==> src/rtl/bist_ctl4.sv <==
// BIST sequencer for a 4-bit SISR: clears the SISR, streams LEN PRPG bits into it,
// then captures the signature and compares it with GOLDEN.
module bist_ctl4 #(
  parameter int         LEN    = 16,
  parameter int         CW     = 8,
  parameter logic [3:0] SEED   = 4'b0001,
  parameter logic [3:0] GOLDEN = 4'h0
) (
  input  logic       clk,
  input  logic       rst,
  input  logic       start,
  input  logic [3:0] sig,
  output logic       tst_bit,
  output logic       sisr_rst_b,
  output logic       window,
  output logic       busy,
  output logic       done,
  output logic       pass,
  output logic [3:0] sig_cap
);

  typedef enum logic [1:0] {
    IDLE  = 2'd0,
    CLEAR = 2'd1,
    RUN   = 2'd2,
    CHECK = 2'd3
  } state_t;

  localparam logic [CW-1:0] LAST_CNT = CW'(LEN - 1);
  localparam logic [CW-1:0] CNT_ONE  = CW'(1);

  state_t        state_r;
  state_t        state_nxt_s;
  logic [3:0]    p_r;
  logic [CW-1:0] cnt_r;
  logic          done_r;
  logic          pass_r;
  logic [3:0]    sig_cap_r;

  // x^4+x^3+1 Fibonacci step; the output bit is the MSB
  function automatic logic [3:0] prpg_next(input logic [3:0] v);
    return {v[2:0], v[3] ^ v[2]};
  endfunction

  // state register
  always_ff @(posedge clk) begin
    if (rst) begin
      state_r <= IDLE;
    end else begin
      state_r <= state_nxt_s;
    end
  end

  // next-state decode; start is only honoured in IDLE
  always_comb begin
    state_nxt_s = state_r;
    case (state_r)
      IDLE: begin
        if (start) begin
          state_nxt_s = CLEAR;
        end else begin
          state_nxt_s = IDLE;
        end
      end
      CLEAR: state_nxt_s = RUN;
      RUN: begin
        if (cnt_r == LAST_CNT) begin
          state_nxt_s = CHECK;
        end else begin
          state_nxt_s = RUN;
        end
      end
      CHECK:   state_nxt_s = IDLE;
      default: state_nxt_s = IDLE;
    endcase
  end

  // PRPG, bit counter and result registers
  always_ff @(posedge clk) begin
    if (rst) begin
      p_r       <= SEED;
      cnt_r     <= '0;
      done_r    <= 1'b0;
      pass_r    <= 1'b0;
      sig_cap_r <= 4'h0;
    end else begin
      done_r <= 1'b0;
      case (state_r)
        IDLE: begin
          if (start) begin
            p_r       <= SEED;
            cnt_r     <= '0;
            pass_r    <= 1'b0;
            sig_cap_r <= 4'h0;
          end
        end
        RUN: begin
          p_r   <= prpg_next(p_r);
          cnt_r <= cnt_r + CNT_ONE;
        end
        CHECK: begin
          // sig has absorbed all LEN bits and is stable here
          sig_cap_r <= sig;
          pass_r    <= (sig == GOLDEN);
          done_r    <= 1'b1;
        end
        default: begin
        end
      endcase
    end
  end

  assign tst_bit    = (state_r == RUN) ? p_r[3] : 1'b0;
  assign window     = (state_r == RUN);
  assign busy       = (state_r != IDLE);
  // clear reaches the SISR combinationally so it is held during reset as well
  assign sisr_rst_b = ~(rst | (state_r == CLEAR));
  assign done       = done_r;
  assign pass       = pass_r;
  assign sig_cap    = sig_cap_r;

endmodule

==> config.mk <==
export PLATFORM = sky130hd
export DESIGN_NAME = bist_ctl4
export DESIGN_NICKNAME = d
export VERILOG_FILES = /design/src/rtl/bist_ctl4.sv
export SDC_FILE = /design/constraint.sdc
export NUM_CORES = 1
export LEC_CHECK = 0
export BUFFER_PORTS_ARGS = -buffer_cell sky130_fd_sc_hd__buf_4
export CAP_MARGIN = 20
export CORE_AREA = 2 2 45 47
export DETAILED_ROUTE_END_ITERATION = 8
export DIE_AREA = 0 0 47 49
export PLACE_DENSITY = 0.74
export SLEW_MARGIN = 40
export SYNTH_ARGS = -nofsm -noshare
export SYNTH_HDL_FRONTEND = slang
export SYNTH_SLANG_ARGS = --single-unit
==> constraint.sdc <==
create_clock -name clk -period 1.9 [get_ports clk]
set_input_delay 0.095 -clock clk [delete_from_list [all_inputs] [get_ports clk]]
set_output_delay 0.095 -clock clk [all_outputs]
set_load 0.02 [all_outputs]
==> metrics, run 1 <==
startpoint types=flop; critical path data required time=2140 ps; post-synth top area share=0.437; Core Region=1840 um2; Clock Skew=1.03 ps; Clk pin slew, worst setup/hold paths=100 ps; drt total wl=1.74 mm; DIE WIDTH=47 um; crit path capture type=flop; # fillers=183; crit path max fanout=17; Area Overhead vs Synth=16.9%; DRC=0; TritonCTS buffer count=3; status=complete, no violations; number of DRC markers in iteration 0=15; critical path's slowest cell=or4_1; RSZ-0062 raised after global routing=no; achievable clock frequency=588 MHz; largest net degree at the start of global routing=18; max-slew violations=0; yosys warns=0; part of the Yosys area used for sequential elements=0.437; global route overflow=0; first-pass GRT wire length=2.99 mm; Synth area leaders=dfxtp_1, ha_1, a21oi_1; htree depth=1; fin crit period=1700 ps; Setup Crit Path Kind=flop to flop; Slew @ Worst Pin=433 ps; Hold Violations, Final=0; max incr delay on CP=530 ps; initial antenna violation count=0; starting density of the core=0.497; Cell Chain, Critical Path=inv_1 > ha_2 > mux2i_4 > or4_1 > a21oi_1; Layout Nets=129; latest clock arrival within the worst-skew pair=300 ps; Synth Instances=99; Fin Hold WS=60.0 ps; IO buf count=16; Pwr Density=716 nW/um2; antenna-violating nets left=0; Die Y=49 um; fraction of layout cells with a size suffix above 1=0.235; Yosys reg bits=20; final period utilization=0.895; total die area=2300 um2; CTS root buf=clkbuf_4; CTS Hold Bufs=0; CTS tree=done; MaxCap Viol Count=0; vias per inst=5.39; Synth area leader=dfxtp_1; number of global-route vias before repair=686; drt pass-1 iters=4; Clock Sinks=20; # setup viols final=0; clk buf depth=2; type of the tightest min-delay check=input port to flop; Vias=765; global placement routability congestion=0.733; dpl ws=94.4 ps; final worst slack=199 ps; Cells after DPL=139; global router's overall resource usage=0.171; R2R Setup Slk=200 ps; cell area after synthesis=916 um2; Synth cell types=28; setup_tns=0 ps; Slew HR=0.705; I/O pin cnt=17; drt wl/cell=12.2 um; Critical Path AT=1940 ps; Detail Placement HPWL=1.25 mm; post-route insts no fill=142; synthesized area per cell=9.25 um2; Leak Pwr=0.413 nW; Peak supply drop=0.425 mV; Syn Nets=111; # diodes=0; Core Rows=16
critical path, delay by kind of cell, from the launching register on:
kind            cells  cell delay, ps
simple gates        1             530
flops               1             380
mux                 1             270
fa+ha+maj           1             240
compound gates      1             140
buf+inv             1              80
state kept, by name, summed over array words and instances (netlist names):
signal	cells
sig_cap	4
p_r	4
pass	1
cnt_r	8
state_r	2
done	1
Yosys cell counts:
library cell  number
mux2i_2            1
nor2b_1            2
a21oi_1           12
nand3_1            7
nor2_1             8
nor4_1             2
or4_1              3
and2_1             1
nand4b_1           1
or2b_1             1
buf_6              2
mux2_2             1
nand2_1            8
a32oi_1            4
clkbuf_1           1
dfxtp_1           20
mux2i_1            1
o21bai_1           1
inv_1              4
xor2_1             1
o21bai_2           1
clkbuf_8           1
or3_2              3
o31ai_1            3
o21ai_0            3
nand4_1            1
ha_1               5
xnor2_1            1
final timing paths:
path | from | end | cells after the start
hold / removal | rst | p_r[1] | 2
hold reg to reg | p_r[1] | p_r[1] | 2
setup / recovery | state_r[0] | cnt_r[6] | 5
setup reg to reg | state_r[0] | cnt_r[6] | 5
power breakdown:
part / switching, mW / total, mW / internal [mW]
clock: 0.123 / 0.197 / 0.0739
sequential: 0.00872 / 0.439 / 0.430
combinational: 0.0773 / 0.131 / 0.0539
cell usage in the layout, fill, tap and decap left out:
cell      synthesis  routed
nand4_1           1       1
or2b_1            1       1
o31ai_1           3       3
nor2_1            8       8
ha_2              0       1
xor2_1            1       1
mux2_2            1       1
o21bai_2          1       1
xnor2_1           1       1
mux2i_1           1       1
o21bai_1          1       1
nand4b_1          1       1
o21ai_0           3       3
dfxtp_1          20      20
or3_2             3       3
a21oi_1          12      12
and2_1            1       1
or4_1             3       3
nor4_1            2       2
ha_1              5       4
a32oi_1           4       4
nand2_1           8       8
inv_1             4       4
buf_4             0      17
mux2i_4           0       1
clkbuf_4          0       3
nand3_1           7       7
nor2b_1           2       2
what timing repair did:
action,in CTS,in global routing
endpoints found under the setup margin,0,11
gates resized for setup,0,2
setup buffers,0,0
kinds of logic after synthesis:
kind of cell             share of synthesized area
adder cells (fa/ha/maj)                     0.0683
XOR/XNOR                                    0.0191
flip-flops                                   0.437
multiplexers                                0.0382
AND/OR/NAND/NOR                              0.212
AO/OA/AOI/OAI                                0.165
buffers and inverters                       0.0601
cell type report:
class / instances / area (um2) / share of cell area
multi-input combinational: 71 / 472 / 0.440
clock buffer: 3 / 22.5 / 0.0210
sequential: 20 / 400 / 0.374
timing repair buffer: 17 / 128 / 0.119
inverter: 4 / 15.0 / 0.0140
tap: 27 / 33.8 / 0.0315
layer usage:
layer / routed length [um] / track usage / vias up / part of all wire
met4: 21 / 0.0417 / 0 / 0.012
met2: 851 / 0.258 / 9 / 0.49
met5: 0 / 0 / - / 0
li1: - / - / 390 / -
met3: 44 / 0.0333 / 3 / 0.025
met1: 822 / 0.247 / 363 / 0.47
metrics by stage:
stage,power [mW],cell area (um2),utilization
final,0.767,1070,0.582
after global routing,0.801,1070,0.582
after CTS,0.765,1060,0.575
after detailed placement,0.572,1040,0.563
after global placement,0.570,1040,0.563
after floorplan,0.544,916,-
Note: power is estimated with default switching activity, not from simulation.
==> inputs of run 2 (changes only) <==
--- a/config.mk
+++ b/config.mk
@@ -12,4 +12,5 @@
 export DIE_AREA = 0 0 47 49
 export PLACE_DENSITY = 0.74
+export SKIP_CTS_REPAIR_TIMING = 1
 export SLEW_MARGIN = 40
 export SYNTH_ARGS = -nofsm -noshare
==> constraint.sdc (replaced) <==
create_clock -name clk -period 1.9 [get_ports clk]
set_input_delay 0 -clock clk [delete_from_list [all_inputs] [get_ports clk]]
set_output_delay 0 -clock clk [all_outputs]
set_load 0.02 [all_outputs]
==> metrics, run 2 (synthesized netlist as in run 1, its figures left out) <==
global router's overall resource usage=0.171 (unchanged); Setup Crit Path Kind=flop to flop (unchanged); drt wl/cell=12.4 um (was 12.2 um); total die area=2300 um2 (unchanged); starting density of the core=0.497 (unchanged); Clk pin slew, worst setup/hold paths=100 ps (about the same); Pwr Density=701 nW/um2 (was 716 nW/um2); setup_tns=0 ps (unchanged); DRC=0 (unchanged); final period utilization=0.895 (about the same); Slew @ Worst Pin=433 ps (about the same); critical path data required time=2140 ps (about the same); Fin Hold WS=-7.96 ps (was 60.0 ps); largest net degree at the start of global routing=18 (unchanged); number of global-route vias before repair=686 (unchanged); Worst path top cell family by delay=simple AND/OR/NAND/NOR gates (unchanged); Die Y=49 um (unchanged); Peak supply drop=0.431 mV (was 0.425 mV); global placement routability congestion=0.733 (unchanged); drt total wl=1.79 mm (was 1.74 mm); htree depth=1 (unchanged); status=complete, but fails checks (was complete, no violations); fraction of layout cells with a size suffix above 1=0.229 (was 0.235); RSZ-0062 raised after global routing=no (unchanged); Psw=0.210 mW (was 0.209 mW); achievable clock frequency=588 MHz (about the same); Critical Path AT=1940 ps (about the same); TritonCTS buffer count=3 (unchanged); drt pass-1 iters=4 (unchanged); startpoint types=flop (unchanged); type of the tightest min-delay check=input port to flop (unchanged); failing checks=negative hold slack; Detail Placement HPWL=1.25 mm (unchanged); critical path's slowest cell=or4_1 (unchanged); max incr delay on CP=530 ps (about the same); crit path max fanout=17 (unchanged); Area after DPL=1040 um2 (unchanged); latest clock arrival within the worst-skew pair=300 ps (about the same); CTS root buf=clkbuf_4 (unchanged); most frequent cells in the layout=dfxtp_1, buf_4, a21oi_1 (unchanged); Core Region=1840 um2 (unchanged); Biggest register=cnt_r (unchanged); IO buf count=16 (unchanged); Vias=785 (was 765); Comb power frac=0.177 (was 0.171); Clock Skew=0.968 ps (was 1.03 ps); DIE WIDTH=47 um (unchanged); Slew HR=0.705 (about the same); number of DRC markers in iteration 0=14 (was 15); commonest non-fill, non-tap cell in the layout=dfxtp_1 (unchanged); initial antenna violation count=0 (unchanged); Hold Violations, Final=3 (was 0); clk buf depth=2 (unchanged); post-route cell area=1100 um2 (was 1070 um2); cell-internal power=0.562 mW (was 0.558 mW); sw frac=0.272 (about the same); Layout Nets=132 (was 129); MaxCap Viol Count=0 (unchanged); Clock Sinks=20 (unchanged); number of flip-flops in the largest register=8 (unchanged); crit path capture type=flop (unchanged); Core Rows=16 (unchanged); fin crit period=1700 ps (about the same); vias per inst=5.41 (was 5.39); CTS tree=done (unchanged); first-pass GRT wire length=2.99 mm (unchanged); global route overflow=0 (unchanged); # diodes=0 (unchanged); antenna-violating nets left=0 (unchanged); Cell Chain, Critical Path=inv_1 > ha_2 > mux2i_4 > or4_1 > a21oi_1 (unchanged); Seq pwr share=0.568 (was 0.572); Area Overhead vs Synth=20.2% (was 16.9%); I/O pin cnt=17 (unchanged); Worst Path Buf+Inv=1 (unchanged); # setup viols final=0 (unchanged); Clock Power Share=0.255 (was 0.257); Leak Pwr=0.426 nW (was 0.413 nW); max-slew violations=0 (unchanged)
==> run 2: changes by cell type in the layout (fill, tap and decap cells not counted) <==
cell / previous run / this run
dlygate4sd3_1: 0 / 3
==> run 2: layer usage <==
layer | GRT usage | wire [um] | vias to the layer above
met4 | 0.0417 | 21 | 0
li1 | - | - | 395
met2 | 0.258 | 896 | 11
met1 | 0.247 | 827 | 376
met3 | 0.0333 | 48 | 3
met5 | 0 | 0 | -
==> run 2: power by group through the flow <==
stage,clock [mW],combinational [mW],sequential (mW)
after floorplan,0,0.0965,0.447
after global placement,0,0.123,0.447
after detailed placement,0,0.124,0.448
after CTS,0.202,0.125,0.439
after global routing,0.216,0.151,0.440
final,0.196,0.137,0.439
==> run 2: through the flow <==
stage          hold slack, ps   util  std cells  power [mW]  worst slack [ps]
2_1_floorplan            69.1      -         99       0.544               270
3_3_place_gp              280  0.563        139       0.570               177
3_5_place_dp              281  0.563        139       0.572              94.4
4_1_cts                 -41.5  0.575        142       0.765              61.2
5_1_grt                  13.6  0.598        145       0.807              45.8
6_report                -7.96  0.598        145       0.772               199
==> run 2: final cells by class <==
class                           instances  area (um2)
Clock buffer                            3        22.5
Fill cell                             179         741
Inverter                                4        15.0
Multi-Input combinational cell         71         472
Sequential cell                        20         400
Tap cell                               27        33.8
Timing Repair Buffer                   20         158
==> run 2: worst reg2reg max path, delay by kind of cell, from the launching register on <==
family          cells  cell delay (ps)
simple gates        1              530
flops               1              380
mux                 1              270
fa+ha+maj           1              240
compound gates      1              140
buf+inv             1               80
==> run 2: worst paths after layout <==
check              from  depth (start not counted)         end  slack, ps
min reg2reg      p_r[1]                          2      p_r[1]        470
max reg2reg  state_r[0]                          5    cnt_r[6]        200
max          state_r[0]                          5    cnt_r[6]        200
min              sig[2]                          3  sig_cap[2]         -8
==> inputs of run 3 (changes only) <==
Settings changed: CORE_AREA 2 2 45 47 to 2 2 44 46, DIE_AREA 0 0 47 49 to 0 0 46 48, PLACE_DENSITY 0.74 to 0.77.
Clock period 1.9 ns to 2.1 ns, I/O delays scaled along.
==> metrics, run 3 (synthesized netlist as in run 1, its figures left out) <==
initial antenna violation count=0 (unchanged); Slew HR=0.530 (was 0.705); Peak supply drop=0.538 mV (was 0.431 mV); Biggest register=cnt_r (unchanged); type of the tightest min-delay check=input port to flop (unchanged); vias per inst=5.80 (was 5.41); TritonCTS buffer count=3 (unchanged); RSZ-0062 raised after global routing=no (unchanged); Clock Sinks=20 (unchanged); Cells after DPL=128 (was 139); MaxCap Viol Count=0 (unchanged); GRT met1 Usage=0.215 (was 0.247); starting density of the core=0.542 (was 0.497); Leak Pwr=0.445 nW (was 0.426 nW); first-pass GRT wire length=2.80 mm (was 2.99 mm); Most Crowded Layer GR=met2 (unchanged); Vias=795 (was 785); worst reg2reg path depth=5 (unchanged); # setup viols final=0 (unchanged); antenna-violating nets left=0 (unchanged); Hold Violations, Final=1 (was 3); most frequent cells in the layout=dfxtp_1, buf_4, a21oi_1 (unchanged); CTS root buf=clkbuf_4 (unchanged); Pwr Density=742 nW/um2 (was 701 nW/um2); max-slew violations=0 (unchanged); R2R Setup Slk=230 ps (was 200 ps); Hold Path Origin=sig[1] (was sig[2]); final period utilization=0.893 (was 0.895); crit path max fanout=17 (unchanged); IO buf count=16 (unchanged); Core Rows=15 (was 16); global router's overall resource usage=0.181 (was 0.171); largest net degree at the start of global routing=18 (unchanged); I/O pin cnt=17 (unchanged); drt total wl=1.84 mm (was 1.79 mm); critical path data required time=2350 ps (was 2140 ps); Setup Crit Path Kind=flop to flop (unchanged); post-route insts no fill=137 (was 145); CTS tree=done (unchanged); htree depth=1 (unchanged); critical path's slowest cell=or4_1 (unchanged); WHS Path Cells=3 (unchanged); Final Total Pwr=0.831 mW (was 0.772 mW); startpoint types=flop (unchanged); Core Region=1690 um2 (was 1840 um2); setup_tns=0 ps (unchanged); drt pass-1 iters=4 (unchanged); Fin Hold WS=-26.0 ps (was -7.96 ps); met2 Usage GRT=0.314 (was 0.258); met3 Track Usage GR=0.0340 (was 0.0333); global placement routability congestion=0.753 (was 0.733); failing checks=negative hold slack (unchanged); fraction of layout cells with a size suffix above 1=0.217 (was 0.229); reg2reg end=cnt_r[5] (was cnt_r[6]); total die area=2210 um2 (was 2300 um2); Layout Nets=133 (was 132); fin crit period=1870 ps (was 1700 ps); number of flip-flops in the largest register=8 (unchanged); Reg-to-Reg Start=state_r[0] (unchanged); achievable clock frequency=533 MHz (was 588 MHz); # diodes=0 (unchanged); drt wl/cell=13.4 um (was 12.4 um); Cell Chain, Critical Path=inv_1 > ha_1 > mux2i_2 > or4_1 > a21oi_1 (was inv_1 > ha_2 > mux2i_4 > or4_1 > a21oi_1); Clk pin slew, worst setup/hold paths=120 ps (was 100 ps); Die Y=48 um (was 49 um); commonest non-fill, non-tap cell in the layout=dfxtp_1 (unchanged); latest clock arrival within the worst-skew pair=310 ps (was 300 ps); status=complete, but fails checks (unchanged); number of DRC markers in iteration 0=8 (was 14); clk buf depth=2 (unchanged); hold endpoint=sig_cap[1] (was sig_cap[2]); Detail Placement HPWL=1.25 mm (about the same); Critical Path AT=2120 ps (was 1940 ps); crit path capture type=flop (unchanged); Area Overhead vs Synth=22.3% (was 20.2%); global route overflow=0 (unchanged); Slew @ Worst Pin=691 ps (was 433 ps); number of global-route vias before repair=671 (was 686); DIE WIDTH=46 um (was 47 um); DRC=0 (unchanged); Clock Skew=4.64 ps (was 0.968 ps); max incr delay on CP=560 ps (was 530 ps)
## run 3: cell types whose count changed in the layout (fill, tap and decap cells not counted), sizes merged
cell and change:
dlygate4sd3 +2, buf -1, bufinv +1
## run 3: worst max-delay path, delay by kind of cell (launching register included)
| family | cells | cell delay (ps) |
|---|---|---|
| simple gates | 1 | 560 |
| fa+ha+maj | 1 | 380 |
| flops | 1 | 350 |
| mux | 1 | 300 |
| compound gates | 1 | 140 |
| buf+inv | 1 | 80 |
## run 3: cell type report
type                            instances  area [um2]
Timing Repair Buffer                   21         170
Inverter                                4        15.0
Sequential cell                        20         400
Clock inverter                          1        30.0
Tap cell                               17        21.3
Clock buffer                            3        22.5
Fill cell                             131         569
Multi-Input combinational cell         71         460
## run 3: layer usage
layer	vias to the layer above	part of all wire
met1	377	0.46
met4	0	0.018
li1	399	-
met2	13	0.50
met5	-	0
met3	6	0.026
## run 3: through the flow
stage	utilization	area (um2)	worst slack [ps]	hold slack (ps)
floorplan	-	916	470	69.1
global placement	0.602	1020	353	275
finish	0.663	1120	225	-26.0
global route	0.663	1120	81.2	8.57
detailed placement	0.602	1020	258	277
CTS	0.633	1070	228	-53.3
## run 3: power by group
group	internal (mW)	switching, mW	leakage [nW]	total (mW)
Clock	0.193	0.124	0.0279	0.317
Combinational	0.0487	0.0678	0.255	0.117
Sequential	0.389	0.00803	0.162	0.397
Total	0.631	0.200	0.445	0.831
## run 3: worst max-delay path by stage
stage | start | end | slack (ps) | cells after the start
6_report | state_r[0] | cnt_r[5] | 230 | 5
4_1_cts | state_r[0] | cnt_r[5] | 230 | 5
2_1_floorplan | state_r[0] | cnt_r[5] | 470 | 6
5_1_grt | state_r[0] | cnt_r[3] | 80 | 5
3_3_place_gp | state_r[0] | cnt_r[7] | 350 | 5
3_5_place_dp | state_r[0] | cnt_r[5] | 260 | 5
